$ cat config.mk
export PLATFORM = sky130hd
export DESIGN_NAME = axi_txn_monitor
export DESIGN_NICKNAME = d
export VERILOG_FILES = /design/src/rtl/axi_txn_monitor.sv
export SDC_FILE = /design/constraint.sdc
export NUM_CORES = 1
export LEC_CHECK = 0
export CAP_MARGIN = 20
export CORE_MARGIN = 2
export CORE_UTILIZATION = 30
export DETAILED_ROUTE_END_ITERATION = 7
export SLEW_MARGIN = 20
export SYNTH_ARGS = -nofsm -noshare
export SYNTH_HDL_FRONTEND = slang
export SYNTH_SLANG_ARGS = --single-unit
$ cat constraint.sdc
create_clock -name clk -period 5 [get_ports clk]
set_clock_uncertainty 0.15 [all_clocks]
set_input_delay 1 -clock clk [delete_from_list [all_inputs] [get_ports clk]]
set_output_delay 1 -clock clk [all_outputs]
set_load 0.02 [all_outputs]
$ cat src/rtl/axi_txn_monitor.sv
// Passive AXI AW/AR address-channel monitor: sticky decode-error flags, 4-deep SID history
// and transaction counters per channel. Define TXN_CNT_SATURATE_EN for saturating counters.

module axi_txn_monitor_chan #(
  parameter int SID_W = 8,
  parameter int CNT_W = 32
) (
  input  logic             clk,
  input  logic             rst_n,
  input  logic             mon_en,
  input  logic             clr_cnt,
  input  logic             clr_err,
  input  logic             valid,
  input  logic             ready,
  input  logic [SID_W-1:0] sid,
  input  logic             decode_err,
  output logic             err_flag,
  output logic [SID_W-1:0] sid_buf0,
  output logic [SID_W-1:0] sid_buf1,
  output logic [SID_W-1:0] sid_buf2,
  output logic [SID_W-1:0] sid_buf3,
  output logic [CNT_W-1:0] count
);

  logic                  hs;
  logic [CNT_W-1:0]      cnt_q, cnt_d;
  logic                  err_q, err_d;
  logic [3:0][SID_W-1:0] sid_q, sid_d;

  assign hs = valid & ready;

  always_comb begin
    cnt_d = cnt_q;
    err_d = err_q;
    sid_d = sid_q;
    if (mon_en) begin
      // A clear coinciding with a handshake still counts that handshake.
      if (clr_cnt) begin
        cnt_d = hs ? CNT_W'(1) : '0;
      end else if (hs) begin
`ifdef TXN_CNT_SATURATE_EN
        if (cnt_q != {CNT_W{1'b1}}) cnt_d = cnt_q + CNT_W'(1);
`else
        cnt_d = cnt_q + CNT_W'(1);
`endif
      end
      if (hs && decode_err) begin
        err_d = 1'b1;
      end else if (clr_err) begin
        err_d = 1'b0;
      end
      if (hs) begin
        sid_d[3] = sid_q[2];
        sid_d[2] = sid_q[1];
        sid_d[1] = sid_q[0];
        sid_d[0] = sid;
      end
    end
  end

  always_ff @(posedge clk or negedge rst_n) begin
    if (!rst_n) begin
      cnt_q <= '0;
      err_q <= 1'b0;
      sid_q <= '0;
    end else begin
      cnt_q <= cnt_d;
      err_q <= err_d;
      sid_q <= sid_d;
    end
  end

  assign count    = cnt_q;
  assign err_flag = err_q;
  assign sid_buf0 = sid_q[0];
  assign sid_buf1 = sid_q[1];
  assign sid_buf2 = sid_q[2];
  assign sid_buf3 = sid_q[3];

endmodule

module axi_txn_monitor #(
  parameter int SID_W = 8,
  parameter int CNT_W = 32
) (
  input  logic             clk,
  input  logic             rst_n,
  input  logic             mon_en,
  input  logic             clr_cnt,
  input  logic             clr_err,
  input  logic             aw_valid,
  input  logic             aw_ready,
  input  logic [SID_W-1:0] aw_sid,
  input  logic             aw_decode_err,
  input  logic             ar_valid,
  input  logic             ar_ready,
  input  logic [SID_W-1:0] ar_sid,
  input  logic             ar_decode_err,
  output logic             aw_decode_err_reg,
  output logic             ar_decode_err_reg,
  output logic [SID_W-1:0] aw_sid_buffer0,
  output logic [SID_W-1:0] aw_sid_buffer1,
  output logic [SID_W-1:0] aw_sid_buffer2,
  output logic [SID_W-1:0] aw_sid_buffer3,
  output logic [SID_W-1:0] ar_sid_buffer0,
  output logic [SID_W-1:0] ar_sid_buffer1,
  output logic [SID_W-1:0] ar_sid_buffer2,
  output logic [SID_W-1:0] ar_sid_buffer3,
  output logic [CNT_W-1:0] aw_transation_count,
  output logic [CNT_W-1:0] ar_transation_count
);

  axi_txn_monitor_chan #(.SID_W(SID_W), .CNT_W(CNT_W)) u_aw (
    .clk        (clk),
    .rst_n      (rst_n),
    .mon_en     (mon_en),
    .clr_cnt    (clr_cnt),
    .clr_err    (clr_err),
    .valid      (aw_valid),
    .ready      (aw_ready),
    .sid        (aw_sid),
    .decode_err (aw_decode_err),
    .err_flag   (aw_decode_err_reg),
    .sid_buf0   (aw_sid_buffer0),
    .sid_buf1   (aw_sid_buffer1),
    .sid_buf2   (aw_sid_buffer2),
    .sid_buf3   (aw_sid_buffer3),
    .count      (aw_transation_count)
  );

  axi_txn_monitor_chan #(.SID_W(SID_W), .CNT_W(CNT_W)) u_ar (
    .clk        (clk),
    .rst_n      (rst_n),
    .mon_en     (mon_en),
    .clr_cnt    (clr_cnt),
    .clr_err    (clr_err),
    .valid      (ar_valid),
    .ready      (ar_ready),
    .sid        (ar_sid),
    .decode_err (ar_decode_err),
    .err_flag   (ar_decode_err_reg),
    .sid_buf0   (ar_sid_buffer0),
    .sid_buf1   (ar_sid_buffer1),
    .sid_buf2   (ar_sid_buffer2),
    .sid_buf3   (ar_sid_buffer3),
    .count      (ar_transation_count)
  );

endmodule
Word level (Yosys, flattened, before mapping)
Cells that the tools add are included.
{"block": "totals", "reg_bits": 130, "in_bits": 27, "output_inout_bits": 130, "word_cells": 37}
{"block": "op_classes", "add_sub_neg": 2, "mux": 9, "bitwise": 2, "n_reduce_logical": 12}
{"op": "$mux 32", "n": 4}
{"op": "$add 32x1->32 const B", "n": 2}
{"op": "$reduce_and 2->1", "n": 6}
{"op": "$reduce_bool 2->1", "n": 4}
{"op": "$mux 1", "n": 5}
{"op": "$and 1x1->1", "n": 2}
{"op": "$logic_and 1x1->1", "n": 2}

Longest topological paths before layout
{"block": "depth", "word_depth": 4, "depth_mapped": 7, "depth_no_buf": 5}

Hierarchy
A second synthesis with hierarchy kept.
{"block": "unflattened", "hier_cells": 650, "area_unflattened_um2": 5955.7}
{"module": "axi_txn_monitor_chan at u_ar", "instances": 1, "cells_per_inst": 329, "area_per_inst_um2": 3021.6, "seq_area_each_um2": 1626.6}
{"module": "axi_txn_monitor_chan at u_aw", "instances": 1, "cells_per_inst": 321, "area_per_inst_um2": 2934.1, "seq_area_each_um2": 1626.6}

Least setup slack after synthesis
OpenSTA, ideal clock, no wires.
{"block": "synth_path", "kind": "input to register", "startpoint": "input port mon_en", "endpoint": "register u_aw.cnt_q[29] (netlist: u_aw.count[29])", "setup_ps": 78, "t_arrival_ps": 2453, "required_time_ps": 4772, "setup_slack_ps": 2319, "path_stages": 7, "n_path_buf": 3, "cell_sequence": "buf_4 > nand2_1 > or4_1 > buf_2 > buf_6 > or4_1 > a21oi_1"}
{"block": "synth_via", "elab_chain_cells": 1}
{"item": "from (decl)", "line_no": "88", "source": "input logic mon_en,"}
{"item": "$reduce_and 2->1 (no line)"}
{"item": "to (signal assigned)", "line_no": "67", "source": "cnt_q <= cnt_d;"}
{"item": "to (decl)", "line_no": "26", "source": "logic [CNT_W-1:0] cnt_q, cnt_d;"}
Every way passes these cells.
A chain may end at the register's enable or synchronous reset.

Final worst setup path
{"block": "layout_path", "startpoint": "input port mon_en", "endpoint": "register u_aw.cnt_q[26] (netlist: u_aw.count[26])"}
Same word-level chain as after synthesis.

==> impl_metrics.csv <==
group,metric,value,unit
power,power,0.00320,W
synthesis,netlist_instances,588,
power,power.internal,0.00223,W
floorplan,initial_core_util,0.304,
worst_setup_path,critPathMaxFanout,19,
synthesis,avgSynthCellArea,10.0,um^2
sta,relSlewSlack,0.303,
drt,post_drt_wl_per_cell,15.5,um
clock_tree,cts_made_buffers,17,
drt,detail_route.drc_violations,0,
synthesis,yosysTopAreaCell,"dfrtp_1",
placed_design,place_inst,980,
worst_setup_path,worstSetupPathType,"in -> reg",
sta,fin_crit_sh,0.674,
worst_setup_path,slowest_stage,"or4_1",
synthesis,yosysSeqAreaShare,0.551,
sta,drv_slew,0,
power,peakVddDrop,0.334,mV
worst_setup_path,cp_num_buf_inv,1,
clock_tree,clockBufferDepth,2,
placed_design,hpwl,10500,um
synthesis,synth_top_area_frac,0.551,
global_routing,gr-total-overflow,0,
clock_tree,clkTransAtPathRegs,60,ps
placed_design,place_worst_setup_slack,1210,ps
synthesis,synthDistinctLibCells,36,
sta,fmax,0.297,GHz
synthesis,synth_compound_area_frac,0.0880,
worst_setup_path,cpMostUsedCell,"or4_1",
global_routing,grt_antenna_before_repair,2,
layout,layout-drive-gt1-share,0.0991,
drt,wirelength,15800,um
worst_setup_path,worst_ep_arrival_time,3550,ps
power,p_leak,3.37,nW
worst_setup_path,critical-path-max-stage-delay,840,ps
worst_setup_path,start_kind,"input pin",
power,pwr-share-comb,0.230,
floorplan,boundaryPins,157,
placed_design,place_congestion,0.789,
worst_setup_path,worst_setup_path_end_kind,"flip-flop",
layout,nFillCells,1875,
drt,post_drt_via_cell_ratio,4.92,
synthesis,synthXorXnorAreaFrac,0.0223,
drt,drtAntennaViolNets,0,
sta,rsz0062_at_grt,"no",
sta,finalCriticalPeriod,3370,ps
floorplan,rows,51,
worst_setup_path,cp_cell_sequence,"clkdlybuf4s50_1, nand3_2, or4_1, or4_1, a21oi_1",
synthesis,ys_warn_count,0,
synthesis,synth_area,5900,um^2
sta,setup_viol,0,
floorplan,core_area,19400,um^2
power,seqPwrFrac,0.412,
clock_tree,root_buffer,"clkbuf_16",
floorplan,die_y,144,um
drt,first_pass_iters,4,
layout,nets,763,
synthesis,ys_seq_elements,130,
hold_path,min-delay-start,"u_ar.sid_buf3[1]",
synthesis,synth-simple-area-share,0.233,
worst_setup_path,worstPathRequired,5180,ps
clock_tree,clock_latency,410,ps
clock_tree,cts_htree_levels,4,
synthesis,synthMuxAreaShare,0.0712,
clock_tree,cts_resized,0,
job,cap_violations,0,
layout,final_core_util,0.425,
clock_tree,cts_hold_buf,0,
floorplan,dieArea,20800,um^2
sta,hold_violations,0,
power,power.share.clock,0.358,
layout,multi_input_area,2480,um^2
sta,tightest_slew,1050,ps
clock_tree,cts_tree,"built",
drt,drt-initial-drc-count,302,
power,switching_share,0.304,
global_routing,grt_pass1_vias,4738,
power,power.density,389,nW/um^2
synthesis,synth_area_leaders,"dfrtp_1, nand2_1, mux2_2, or4_1, a21oi_1",
placed_design,portBuffers,156,
layout,fin_cells,1014,
sta,fin_ws,1630,ps
layout,regArea,3250,um^2
worst_setup_path,crit_start,"mon_en",
synthesis,synth_top_family_by_area,"simple AND/OR/NAND/NOR gates",
global_routing,grt_usage,0.156,
synthesis,synth_fp_nets,617,
layout,final_common_cell,"clkdlybuf4s50_1",
worst_setup_path,cp_top_family,"simple AND/OR/NAND/NOR gates",
power,switchingPower,0.000975,W
clock_tree,post-cts-setup-buffer-count,0,
global_routing,grt_max_degree,98,
layout,final_cell_mix,"clkdlybuf4s50_1, nand2_1, dfrtp_1",
layout,area_growth,39.6,%
clock_tree,cts.sinks,130,
floorplan,die_w,144,um
worst_setup_path,r2r-start,"u_aw.count[0]",
synthesis,synthAdderAreaFrac,0.00424,
drt,vias,4991,
sta,tns,0,ps
run_status,outcome,"complete, no violations",
global_routing,grt_pass1_wl,25400,um
hold_path,hp-class,"reg -> reg",
==> cell type report <==
| class | count | area share |
|---|---|---|
| Sequential cell | 130 | 0.395 |
| Multi-Input combinational cell | 415 | 0.301 |
| Clock inverter | 13 | 0.0123 |
| Clock buffer | 19 | 0.0537 |
| Tap cell | 265 | 0.0402 |
| Timing Repair Buffer | 160 | 0.193 |
| Antenna cell | 2 | 0.000607 |
| Inverter | 10 | 0.00455 |
==> stage by stage <==
stage          instance area, um^2  hold slack (ps)
2_1_floorplan                 5900              428
3_3_place_gp                  7690              309
3_5_place_dp                  7690              312
4_1_cts                       8240              327
5_1_grt                       8240              362
6_report                      8240              323
==> routing by layer <==
metal,track usage,part of all wire
met5,0,0
met4,0.0353,0.0054
met3,0.0778,0.11
met2,0.233,0.44
met1,0.202,0.44
==> tightest hold or removal path, delay by kind of cell, from the launching register on <==
family | cells | cell delay, ps
DFF | 1 | 340
and+or+nand+nor | 2 | 100
==> worst paths after layout <==
kind | slack [ps] | to | cells past startpoint
min in group asynchronous | 510 | u_aw.count[11] | 1
min reg2reg | 320 | u_ar.sid_buf3[1] | 2
max in group asynchronous | 3150 | u_ar.sid_buf3[4] | 2
max | 1630 | u_aw.count[26] | 5
min | 320 | u_ar.sid_buf3[1] | 2
max reg2reg | 2350 | u_aw.count[26] | 5
==> logic make-up (layout without fill, tap and decap cells) <==
logic type / count (synthesis) / count (layout)
mux: 38 / 38
fa+ha+maj: 2 / 2
compound gates: 87 / 87
xor+xnor: 15 / 15
other cells: 0 / 2
buf+inv: 43 / 202
simple gates: 273 / 273
flops: 130 / 130
==> synth_stat cells <==
cell and n:
a22o_1 1, mux2_2 32, buf_4 1, nand3_2 1, nor3b_1 1, nor4_1 9, or3_1 16, o21ai_0 19
nor2_1 14, ha_1 2, xnor2_1 10, and4_1 7, o31ai_1 20, nand4_1 17, and3_1 5, nand3_1 22
dfrtp_1 130, nor3_1 4, nand2_1 133, buf_1 5, or4_1 27, and2_1 3, o41ai_1 3, nand4_2 1
buf_6 1, nor4b_1 2, buf_2 4, o311ai_0 4, xor2_1 5, a21oi_1 39, mux2i_1 6, nand2b_1 10
clkbuf_1 22, inv_1 10, a31o_2 1, or2_2 1
==> state kept, by name, summed over array words and instances, names as in the netlist <==
register       flops
u_ar.count        32
u_ar.err_flag      1
u_ar.sid_buf0      8
u_ar.sid_buf1      8
u_ar.sid_buf2      8
u_ar.sid_buf3      8
u_aw.count        32
u_aw.err_flag      1
u_aw.sid_buf0      8
u_aw.sid_buf1      8
u_aw.sid_buf2      8
u_aw.sid_buf3      8
==> power by group through the flow <==
stage	Combinational (W)	Sequential (W)	Clock (W)
finish	0.000736	0.00132	0.00115
global route	0.000788	0.00134	0.00122
CTS	0.000747	0.00132	0.00118
floorplan	0.000155	0.00151	0
global placement	0.000743	0.00133	0
detailed placement	0.000742	0.00133	0
(Power assumes the default switching activity.)
